<file path="src/rtl/instr_fetch_queue_pkg.sv">
// rtl/instr_fetch_queue_pkg.sv - shared types and constants for the instruction fetch queue
//
// Purpose : default queue depth, the NOP word shown on an empty output,
//           the text-segment base address and the stored entry layout.
// Ports   : none (package).
package instr_fetch_queue_pkg;

   localparam int          IFQ_DEPTH_DEFAULT = 4;
   localparam logic [31:0] IFQ_NOP           = 32'h0000_0000;
   localparam logic [31:0] IFQ_TEXT_BASE     = 32'h0000_3000;

   typedef struct packed {
      logic [31:0] pc;
      logic [31:0] instr;
   } ifq_entry_t;

endpackage

</file>
<file path="src/rtl/instr_fetch_queue_if.sv">
// rtl/instr_fetch_queue_if.sv - fetch-to-decode handshake bundle for the instruction fetch queue
//
// Purpose : groups the push side (fetch), pop side (decode), flush and
//           occupancy of the queue.
// Modports: master - fetch/decode side driving in_*, out_ready, flush
//           slave  - the queue itself
// Signals : in_valid/in_pc/in_instr/in_ready    push handshake
//           out_valid/out_pc/out_instr/out_ready pop handshake
//           flush                                discard all entries
//           count                                stored entries, $clog2(DEPTH)+1 bits
interface instr_fetch_queue_if #(
   parameter int DEPTH = 4
) ();
   localparam int CW = $clog2(DEPTH) + 1;

   logic          in_valid;
   logic [31:0]   in_pc;
   logic [31:0]   in_instr;
   logic          in_ready;
   logic          out_valid;
   logic [31:0]   out_pc;
   logic [31:0]   out_instr;
   logic          out_ready;
   logic          flush;
   logic [CW-1:0] count;

   modport master (
      output in_valid, in_pc, in_instr, out_ready, flush,
      input  in_ready, out_valid, out_pc, out_instr, count
   );

   modport slave (
      input  in_valid, in_pc, in_instr, out_ready, flush,
      output in_ready, out_valid, out_pc, out_instr, count
   );

endinterface

</file>
<file path="src/rtl/ifq_ram.sv">
// rtl/ifq_ram.sv - DEPTH x 64-bit entry storage with read/write pointers
//
// Purpose : one synchronous write port at the write pointer, one
//           asynchronous read port at the read pointer. Pointers wrap
//           modulo DEPTH (DEPTH is a power of two, so plain overflow wraps).
// Ports   : clk, reset (sync, active-high), flush  - pointer clear
//           wr_en, wr_data                         - push at write pointer
//           rd_adv                                 - advance read pointer
//           rd_data                                - entry at read pointer
module ifq_ram
   import instr_fetch_queue_pkg::*;
#(
   parameter int DEPTH = IFQ_DEPTH_DEFAULT
) (
   input  logic       clk,
   input  logic       reset,
   input  logic       flush,
   input  logic       wr_en,
   input  ifq_entry_t wr_data,
   input  logic       rd_adv,
   output ifq_entry_t rd_data
);

   localparam int AW = $clog2(DEPTH);

   ifq_entry_t    mem_q [DEPTH];
   logic [AW-1:0] wr_ptr_d, wr_ptr_q;
   logic [AW-1:0] rd_ptr_d, rd_ptr_q;

   always_comb begin
      wr_ptr_d = wr_ptr_q + AW'(wr_en);
      rd_ptr_d = rd_ptr_q + AW'(rd_adv);
      if (flush) begin
         wr_ptr_d = '0;
         rd_ptr_d = '0;
      end
   end

   always_ff @(posedge clk) begin
      if (reset) begin
         wr_ptr_q <= '0;
         rd_ptr_q <= '0;
      end else begin
         wr_ptr_q <= wr_ptr_d;
         rd_ptr_q <= rd_ptr_d;
      end
   end

   // Storage is not reset; the caller never writes during reset or flush.
   always_ff @(posedge clk) begin
      if (wr_en) begin
         mem_q[wr_ptr_q] <= wr_data;
      end
   end

   assign rd_data = mem_q[rd_ptr_q];

endmodule

</file>
<file path="src/rtl/instr_fetch_queue.sv">
// rtl/instr_fetch_queue.sv - instruction fetch queue between fetch and decode
//
// Purpose : FIFO of {pc, instr} entries. Push when in_valid & in_ready &
//           ~flush; pop when out_valid & out_ready. flush empties the queue
//           on the next edge while the current head stays visible and
//           consumable in the flush cycle. Empty output shows NOP.
// Ports   : clk, reset (sync, active-high), bus (instr_fetch_queue_if.slave)
// Config  : INSTR_FETCH_QUEUE_BYPASS_EN - when defined, an empty queue
//           forwards in_pc/in_instr to the output combinationally; if decode
//           takes it in that cycle it is never written.
module instr_fetch_queue
   import instr_fetch_queue_pkg::*;
#(
   parameter int DEPTH = IFQ_DEPTH_DEFAULT
) (
   input  logic               clk,
   input  logic               reset,
   instr_fetch_queue_if.slave bus
);

   localparam int CW = $clog2(DEPTH) + 1;

   logic [CW-1:0] count_d, count_q;
   logic          empty;
   logic          full;
   logic          bypass;
   logic          push;
   logic          pop;
   ifq_entry_t    head;
   ifq_entry_t    wr_data;

   assign empty = (count_q == '0);
   assign full  = (count_q == CW'(DEPTH));

`ifdef INSTR_FETCH_QUEUE_BYPASS_EN
   assign bypass = empty & bus.in_valid & ~bus.flush & ~reset;
`else
   assign bypass = 1'b0;
`endif

   // in_ready looks only at stored occupancy, so out_ready never reaches it.
   assign bus.in_ready  = ~full;
   assign bus.out_valid = ~empty | bypass;
   assign bus.count     = count_q;

   // A bypassed instruction taken by decode this cycle is not stored.
   assign push = bus.in_valid & ~full & ~bus.flush & ~reset & ~(bypass & bus.out_ready);
   assign pop  = ~empty & bus.out_ready & ~reset;

   assign wr_data.pc    = bus.in_pc;
   assign wr_data.instr = bus.in_instr;

   assign bus.out_pc    = ~empty ? head.pc    : (bypass ? bus.in_pc    : IFQ_NOP);
   assign bus.out_instr = ~empty ? head.instr : (bypass ? bus.in_instr : IFQ_NOP);

   always_comb begin
      count_d = count_q;
      case ({push, pop})
         2'b10:   count_d = count_q + 1'b1;
         2'b01:   count_d = count_q - 1'b1;
         default: count_d = count_q;
      endcase
      if (bus.flush) begin
         count_d = '0;
      end
   end

   always_ff @(posedge clk) begin
      if (reset) begin
         count_q <= '0;
      end else begin
         count_q <= count_d;
      end
   end

   ifq_ram #(
      .DEPTH (DEPTH)
   ) u_ram (
      .clk     (clk),
      .reset   (reset),
      .flush   (bus.flush),
      .wr_en   (push),
      .wr_data (wr_data),
      .rd_adv  (pop),
      .rd_data (head)
   );

endmodule

</file>
<file path="src/flat_wrapper.sv">
// flat-port wrapper written by rule: the top's interface ports become plain ports
module instr_fetch_queue_flat import instr_fetch_queue_pkg::*;
#(
   parameter int DEPTH = IFQ_DEPTH_DEFAULT
)
  (clk, reset, bus_in_valid, bus_in_pc, bus_in_instr, bus_out_ready, bus_flush, bus_in_ready, bus_out_valid, bus_out_pc, bus_out_instr, bus_count);
  instr_fetch_queue_if #(.DEPTH(DEPTH)) bus_i ();
  input  logic clk;
  input  logic reset;
  input wire logic [$bits(bus_i.in_valid)-1:0] bus_in_valid;
  input wire logic [$bits(bus_i.in_pc)-1:0] bus_in_pc;
  input wire logic [$bits(bus_i.in_instr)-1:0] bus_in_instr;
  input wire logic [$bits(bus_i.out_ready)-1:0] bus_out_ready;
  input wire logic [$bits(bus_i.flush)-1:0] bus_flush;
  output wire logic [$bits(bus_i.in_ready)-1:0] bus_in_ready;
  output wire logic [$bits(bus_i.out_valid)-1:0] bus_out_valid;
  output wire logic [$bits(bus_i.out_pc)-1:0] bus_out_pc;
  output wire logic [$bits(bus_i.out_instr)-1:0] bus_out_instr;
  output wire logic [$bits(bus_i.count)-1:0] bus_count;
  assign bus_i.in_valid = bus_in_valid;
  assign bus_i.in_pc = bus_in_pc;
  assign bus_i.in_instr = bus_in_instr;
  assign bus_i.out_ready = bus_out_ready;
  assign bus_i.flush = bus_flush;
  assign bus_in_ready = bus_i.in_ready;
  assign bus_out_valid = bus_i.out_valid;
  assign bus_out_pc = bus_i.out_pc;
  assign bus_out_instr = bus_i.out_instr;
  assign bus_count = bus_i.count;
  instr_fetch_queue #(.DEPTH(DEPTH)) u_core (.clk(clk), .reset(reset), .bus(bus_i));
endmodule
</file>
<file path="config.mk">
export PLATFORM = sky130hd
export DESIGN_NAME = instr_fetch_queue_flat
export DESIGN_NICKNAME = d
export VERILOG_FILES = /design/src/rtl/instr_fetch_queue_pkg.sv /design/src/rtl/instr_fetch_queue_if.sv /design/src/rtl/ifq_ram.sv /design/src/rtl/instr_fetch_queue.sv /design/src/flat_wrapper.sv
export SDC_FILE = /design/constraint.sdc
export NUM_CORES = 1
export LEC_CHECK = 0
export BUFFER_PORTS_ARGS = -buffer_cell sky130_fd_sc_hd__buf_2
export CAP_MARGIN = 20
export CORE_MARGIN = 2
export CORE_UTILIZATION = 50
export CTS_CLUSTER_DIAMETER = 80
export DETAILED_ROUTE_END_ITERATION = 16
export GPL_TIMING_DRIVEN = 1
export PLACE_DENSITY = 0.85
export SLEW_MARGIN = 20
export SYNTH_ARGS = -nofsm -noshare
export SYNTH_HDL_FRONTEND = slang
export SYNTH_SLANG_ARGS = --single-unit
</file>
<file path="constraint.sdc">
create_clock -name clk -period 7.44 [get_ports clk]
set_input_delay 1.488 -clock clk [delete_from_list [all_inputs] [get_ports clk]]
set_output_delay 1.488 -clock clk [all_outputs]
set_load 0.01 [all_outputs]
</file>
==> flow_summary.yaml, run 1 <==
outcome:
  status: "completed"
final_layout:
  finish.net_count: 666
  drive_above_1_share_pct: 40.3
  final_cell_area_mm2: 0.0119
  flow.area_growth_from_synthesis_pct: 17.4
  post-route-util_pct: 59.2
sta:
  timing.final.crit_period_ns: 4.41
  layout_worst_path_cycle_share_pct: 59.2
  timing.max_slew.rel_slack_pct: 32.1
  hold_ws_ns: 0.528
  count_of_pins_over_their_slew_limit: 0
  tns_ns: 0
  setup_viol: 0
  rsz_0062_raised_after_global_routing: "no"
  worst_max_slew_pin_slew_ns: 1.02
  clock.fmax_mhz: 227
  final_hold_viol_count: 0
  layout_setup_ws_ns: 3.03
  final.setup_skew_ns: 0.00856
floorplanning:
  number_of_core_rows: 52
  dieArea_mm2: 0.0214
  die_width_um: 146
  chipHeight_um: 146
  design.core.area_mm2: 0.0200
  start_util_pct: 50.4
  num_io_pins: 138
worst_hold_path:
  timing.hold.worst.class: "reg -> reg"
  min_path_cells: 2
synth:
  synth_cells: 444
  yosysTopAreaCellShare_pct: 76.0
  yosysMostFrequentCell: "sky130_fd_sc_hd__edfxtp_1"
  yosys_warns: 0
  netlist.top_cell.by_area: "sky130_fd_sc_hd__edfxtp_1"
  synth_fp_nets: 517
  synthesis.area_per_instance_um2: 22.8
  synth-main-ff-cell: "sky130_fd_sc_hd__edfxtp_1"
  synth_cell_type_count: 25
  most_instantiated_cells_after_synthesis: "sky130_fd_sc_hd__edfxtp_1 (256), sky130_fd_sc_hd__and2_1 (66), sky130_fd_sc_hd__mux4_2 (60)"
  synth-seq-area-share_pct: 77.4
  synth-seq-cells: 263
  yosys-top-cells-area: "sky130_fd_sc_hd__edfxtp_1 (76%), sky130_fd_sc_hd__mux4_2 (13%), sky130_fd_sc_hd__and2_1 (4.1%), sky130_fd_sc_hd__dfxtp_1 (1.4%), sky130_fd_sc_hd__buf_12 (1.2%)"
  synthArstFlopShare_pct: 0
  post_synth_edffs: 256
  syn_area_mm2: 0.0101
worst_setup_path:
  worst_setup_path_end_kind: "output port"
  worst-path-max-fanout: 38
  cell_count_of_the_worst_reg_to_reg_path: 8
  crit_required_ns: 5.95
  critical_path_launch_point_type: "flop"
  worstPathCellList: "buf_4 -> mux4_1 -> and2_1 -> buf_2"
  type_of_the_worst_setup_path: "reg -> out"
  critPathArrivalTime_ns: 2.92
  critPathSlowestCell: "sky130_fd_sc_hd__dfxtp_4"
  ff2ff_setup_slack_ns: 4.81
  largest_stage_delay_on_the_critical_path_ns: 0.85
route:
  first_iter_violations: 294
  detail_route.drc_violations: 0
  ant_nets: 0
  avgRoutedWirePerCell_um: 20.3
  detail_route.vias_per_cell: 5.38
  totalWireLength_um: 18000
  firstDrtPassIters: 4
  routed-via-count: 4753
clock_network:
  worstSkewPairLatency_ns: 0.52
  clk_transition_reported_paths_ns: 0.06
  cts_max_level: 1
  tritoncts: "built"
  cts_sinks: 263
  cts_repair_resize_count: 0
  cts.root.buffer_cell: "sky130_fd_sc_hd__clkbuf_16"
  cts-buffers-inserted: 26
  cts_hold_repair.buffers: 0
  clk_path_buf_depth: 3
  post-cts-setup-buffer-count: 0
global_routing:
  grtUsageTotal_pct: 16.9
  first_global_vias: 5250
  number_of_antenna_violations_at_the_first_check_in_global_routing: 1
  global_route.overflow_total: 0
  grt_pass1_wl_um: 28300
  largest_net_degree_at_the_start_of_global_routing: 67
placement:
  dp_slack_ns: 3.43
  port-buffer-count: 137
  routabilityCongestion: 0.743
  dpl_cell_area_mm2: 0.0110
  dp_hpwl_um: 10100
power_and_ir_drop:
  pwr_density_cell_mw_per_mm2: 253
  pleak_nw: 4.07
  peakVddDrop_mv: 0.175
job:
  cap_violations: 0
==> report_power, final <==
part	internal, W	switching, W
clock network	0.000776	0.000511
registers	0.00164	0.00000351
logic	0.0000313	0.0000405
==> final timing paths <==
check                              to                     start
hold reg to reg   u_core.bus.count[2]       u_core.bus.count[2]
setup / recovery       bus_out_pc[27]  u_core.u_ram.rd_ptr_q[0]
hold / removal    u_core.bus.count[2]       u_core.bus.count[2]
setup reg to reg  u_core.bus.count[2]       u_core.bus.count[0]
==> critical path, delay by kind of cell, from the launching register on <==
family | cells | cell delay, ns
and+or+nand+nor | 1 | 0.17
muxes | 1 | 0.62
buffers and inverters | 2 | 0.74
DFF | 1 | 0.85
==> area by class of cell <==
type,count,area (um^2)
diodes,1,2.50
clock inverters,13,139
well taps,270,338
flip-flops and latches,263,7840
multi-input cells,156,2100
clock buffers,35,716
repair buffers,142,723
fillers,1503,8170
inverters,4,15.0
==> stage by stage <==
step | total power (W) | instances
2_1_floorplan | 0.00170 | 444
3_5_place_dp | 0.00174 | 835
4_1_cts | 0.00303 | 883
5_1_grt | 0.00309 | 884
6_report | 0.00300 | 884
3_3_place_gp | 0.00174 | 835
==> layout by cell type, fill, tap and decap left out, types with 2 or more instances in the layout <==
cell type	instances
sky130_fd_sc_hd__bufinv_16	3
sky130_fd_sc_hd__inv_1	4
sky130_fd_sc_hd__dfxtp_4	2
sky130_fd_sc_hd__nor3_1	4
sky130_fd_sc_hd__buf_4	5
sky130_fd_sc_hd__mux4_1	4
sky130_fd_sc_hd__edfxtp_1	256
sky130_fd_sc_hd__xnor2_1	2
sky130_fd_sc_hd__dfxtp_1	5
sky130_fd_sc_hd__clkbuf_16	27
sky130_fd_sc_hd__buf_2	137
sky130_fd_sc_hd__clkbuf_1	7
sky130_fd_sc_hd__clkinv_1	5
sky130_fd_sc_hd__clkinv_2	3
sky130_fd_sc_hd__nor2_1	2
sky130_fd_sc_hd__clkinvlp_4	2
sky130_fd_sc_hd__nor3b_2	2
sky130_fd_sc_hd__xor2_1	2
sky130_fd_sc_hd__mux4_2	60
sky130_fd_sc_hd__and2_1	66
sky130_fd_sc_hd__ha_1	3
==> routing by layer <==
layer	vias to the layer above	track usage (%)	share of wire, %
met5	-	0	0
met4	0	4.13	2.1
met3	31	3.28	5.9
met2	151	30.7	52
met1	2460	21.2	40
li1	2111	-	-
==> state kept, by name, indices dropped and copies added (netlist names) <==
name                   cells
u_core.u_ram.mem_q       256
u_core.bus.count           3
u_core.u_ram.rd_ptr_q      2
u_core.u_ram.wr_ptr_q      2
==> kinds of logic after synthesis <==
logic type,share of synthesized area (%)
xor+xnor,0.347
mux,14.4
flops,77.4
buf+inv,2.05
compound gates,0.173
simple gates,5.01
fa+ha+maj,0.569
Power figures use the tool's default switching activity.
==> run 2: changes to the inputs <==
PLACE_DENSITY = 0.82   (was 0.85)
clock period = 4.12 ns   (was 7.44 ns; I/O delays follow)
==> run 2 against run 1 <==
Against the previous run: clock power grew 67%; highest routed layer is now met5; die area did not move; sequential cell count unchanged; critical endpoint is now bus_out_pc[0]; via count down 0.46%; utilization down 0.14 points; sequential share of layout area up 0.16 points; largest power group unchanged; routed wire length increased by 1.9%; critical path depth is the same; worst setup slack lost 2.2 ns; power up 75%; global-route usage grew 0.26 points.
==> flow_summary.yaml, run 2 (synthesis gave the netlist of run 1 again) <==
final_layout:
  flow.area_growth_from_synthesis_pct: 17.1
  drive_above_1_share_pct: 41.0
  post-route-util_pct: 59.1
  multi_input_area_mm2: 0.00212
  largest-register: "u_core.u_ram.mem_q"
  sequential_standard_cell_area_mm2: 0.00784
  largest_register_ffs: 256
  filler_cell_count: 1506
  finish.net_count: 667
  layout_commonest_cell: "sky130_fd_sc_hd__edfxtp_1"
  most-common-layout-cells: "sky130_fd_sc_hd__edfxtp_1 (256), sky130_fd_sc_hd__buf_2 (137), sky130_fd_sc_hd__and2_1 (66)"
floorplanning:
  number_of_core_rows: 52
  die_width_um: 146
  num_io_pins: 138
  start_util_pct: 50.4
  design.core.area_mm2: 0.0200
  chipHeight_um: 146
  dieArea_mm2: 0.0214
clock_network:
  post-cts-setup-buffer-count: 0
  clk_path_buf_depth: 3
  cts-buffers-inserted: 25
  cts_max_level: 1
  cts.root.buffer_cell: "sky130_fd_sc_hd__clkbuf_16"
  tritoncts: "built"
  cts_sinks: 263
  cts_repair_resize_count: 0
  cts_hold_repair.buffers: 0
  clk_transition_reported_paths_ns: 0.07
  worstSkewPairLatency_ns: 0.52
worst_setup_path:
  worstPathBufferInverterCount: 2
  worst-path-max-fanout: 28
  critical_path.top_delay_family: "flip-flops"
  critPathArrivalTime_ns: 2.48
  critPathSlowestCell: "sky130_fd_sc_hd__dfxtp_4"
  critical_path_launch_point_type: "flop"
  crit_required_ns: 3.30
  worst_setup_path_end_kind: "output port"
  type_of_the_worst_setup_path: "reg -> out"
  largest_stage_delay_on_the_critical_path_ns: 0.72
  worstPathCellList: "buf_4 -> mux4_2 -> and2_1 -> buf_2"
worst_hold_path:
  timing.hold.worst.class: "in -> reg"
global_routing:
  grtUsageTotal_pct: 17.2
  global_route.overflow_total: 0
  largest_net_degree_at_the_start_of_global_routing: 67
  number_of_antenna_violations_at_the_first_check_in_global_routing: 3
  grt_pass1_wl_um: 28300
  first_global_vias: 5100
sta:
  tns_ns: 0
  clock.fmax_mhz: 303
  hold_ws_ns: 0.511
  timing.final.crit_period_ns: 3.30
  timing.max_slew.rel_slack_pct: 33.5
  rsz_0062_raised_after_global_routing: "no"
  final.setup_skew_ns: 0.0207
  layout_worst_path_cycle_share_pct: 80.2
  final_hold_viol_count: 0
  setup_viol: 0
  worst_max_slew_pin_slew_ns: 0.998
  count_of_pins_over_their_slew_limit: 0
outcome:
  status: "completed"
job:
  cap_violations: 0
route:
  routed-via-count: 4731
  detail_route.vias_per_cell: 5.37
  firstDrtPassIters: 8
  detail_route.drc_violations: 0
  first_iter_violations: 293
  ant_nets: 0
  totalWireLength_um: 18300
  avgRoutedWirePerCell_um: 20.8
placement:
  dp_hpwl_um: 10900
  port-buffer-count: 137
  routabilityCongestion: 0.783
power_and_ir_drop:
  pleak_nw: 4.05
  pwr_density_cell_mw_per_mm2: 443
  peakVddDrop_mv: 0.325
## run 2: area by class of cell
type	instances	share of cell area, %
clock inverters	14	1.07
well taps	270	2.85
diodes	1	0.0211
clock buffers	29	5.41
flip-flops and latches	263	66.2
repair buffers	144	6.45
inverters	4	0.127
multi-input cells	156	17.9
## run 2: per-stage QoR
stage                     power, W  instances  setup WS [ns]  cell area, um^2
final                      0.00524        881          0.816            11800
after global routing       0.00541        880          0.650            11800
after CTS                  0.00529        880          0.738            11800
after detailed placement   0.00315        837           1.09            11100
after global placement     0.00314        837           1.27            11100
after floorplan            0.00307        444          0.760            10100
## run 2: power breakdown
part / leakage [nW] / internal [W] / total [W] / switching, W
logic: 1.30 / 0.0000581 / 0.000132 / 0.0000743
clock network: 0.376 / 0.00124 / 0.00215 / 0.000911
registers: 2.37 / 0.00296 / 0.00296 / 0.00000644
## run 2: worst paths after layout
| path | from | to | slack (ns) | cells after the start |
|---|---|---|---|---|
| setup / recovery | u_core.u_ram.rd_ptr_q[0] | bus_out_pc[0] | 0.82 | 4 |
| hold / removal | bus_in_pc[10] | u_core.u_ram.mem_q[3][42] | 0.51 | 1 |
| setup reg to reg | u_core.bus.count[0] | u_core.bus.count[2] | 1.46 | 8 |
| hold reg to reg | u_core.bus.count[1] | u_core.bus.count[1] | 0.60 | 2 |
## run 2: per-layer routing
layer	vias to the layer above	part of all wire, %	track usage, %
li1	2111	-	-
met5	-	0.14	0
met4	4	2.1	3.83
met3	32	5.8	4.09
met2	136	51	29.4
met1	2448	41	22.8
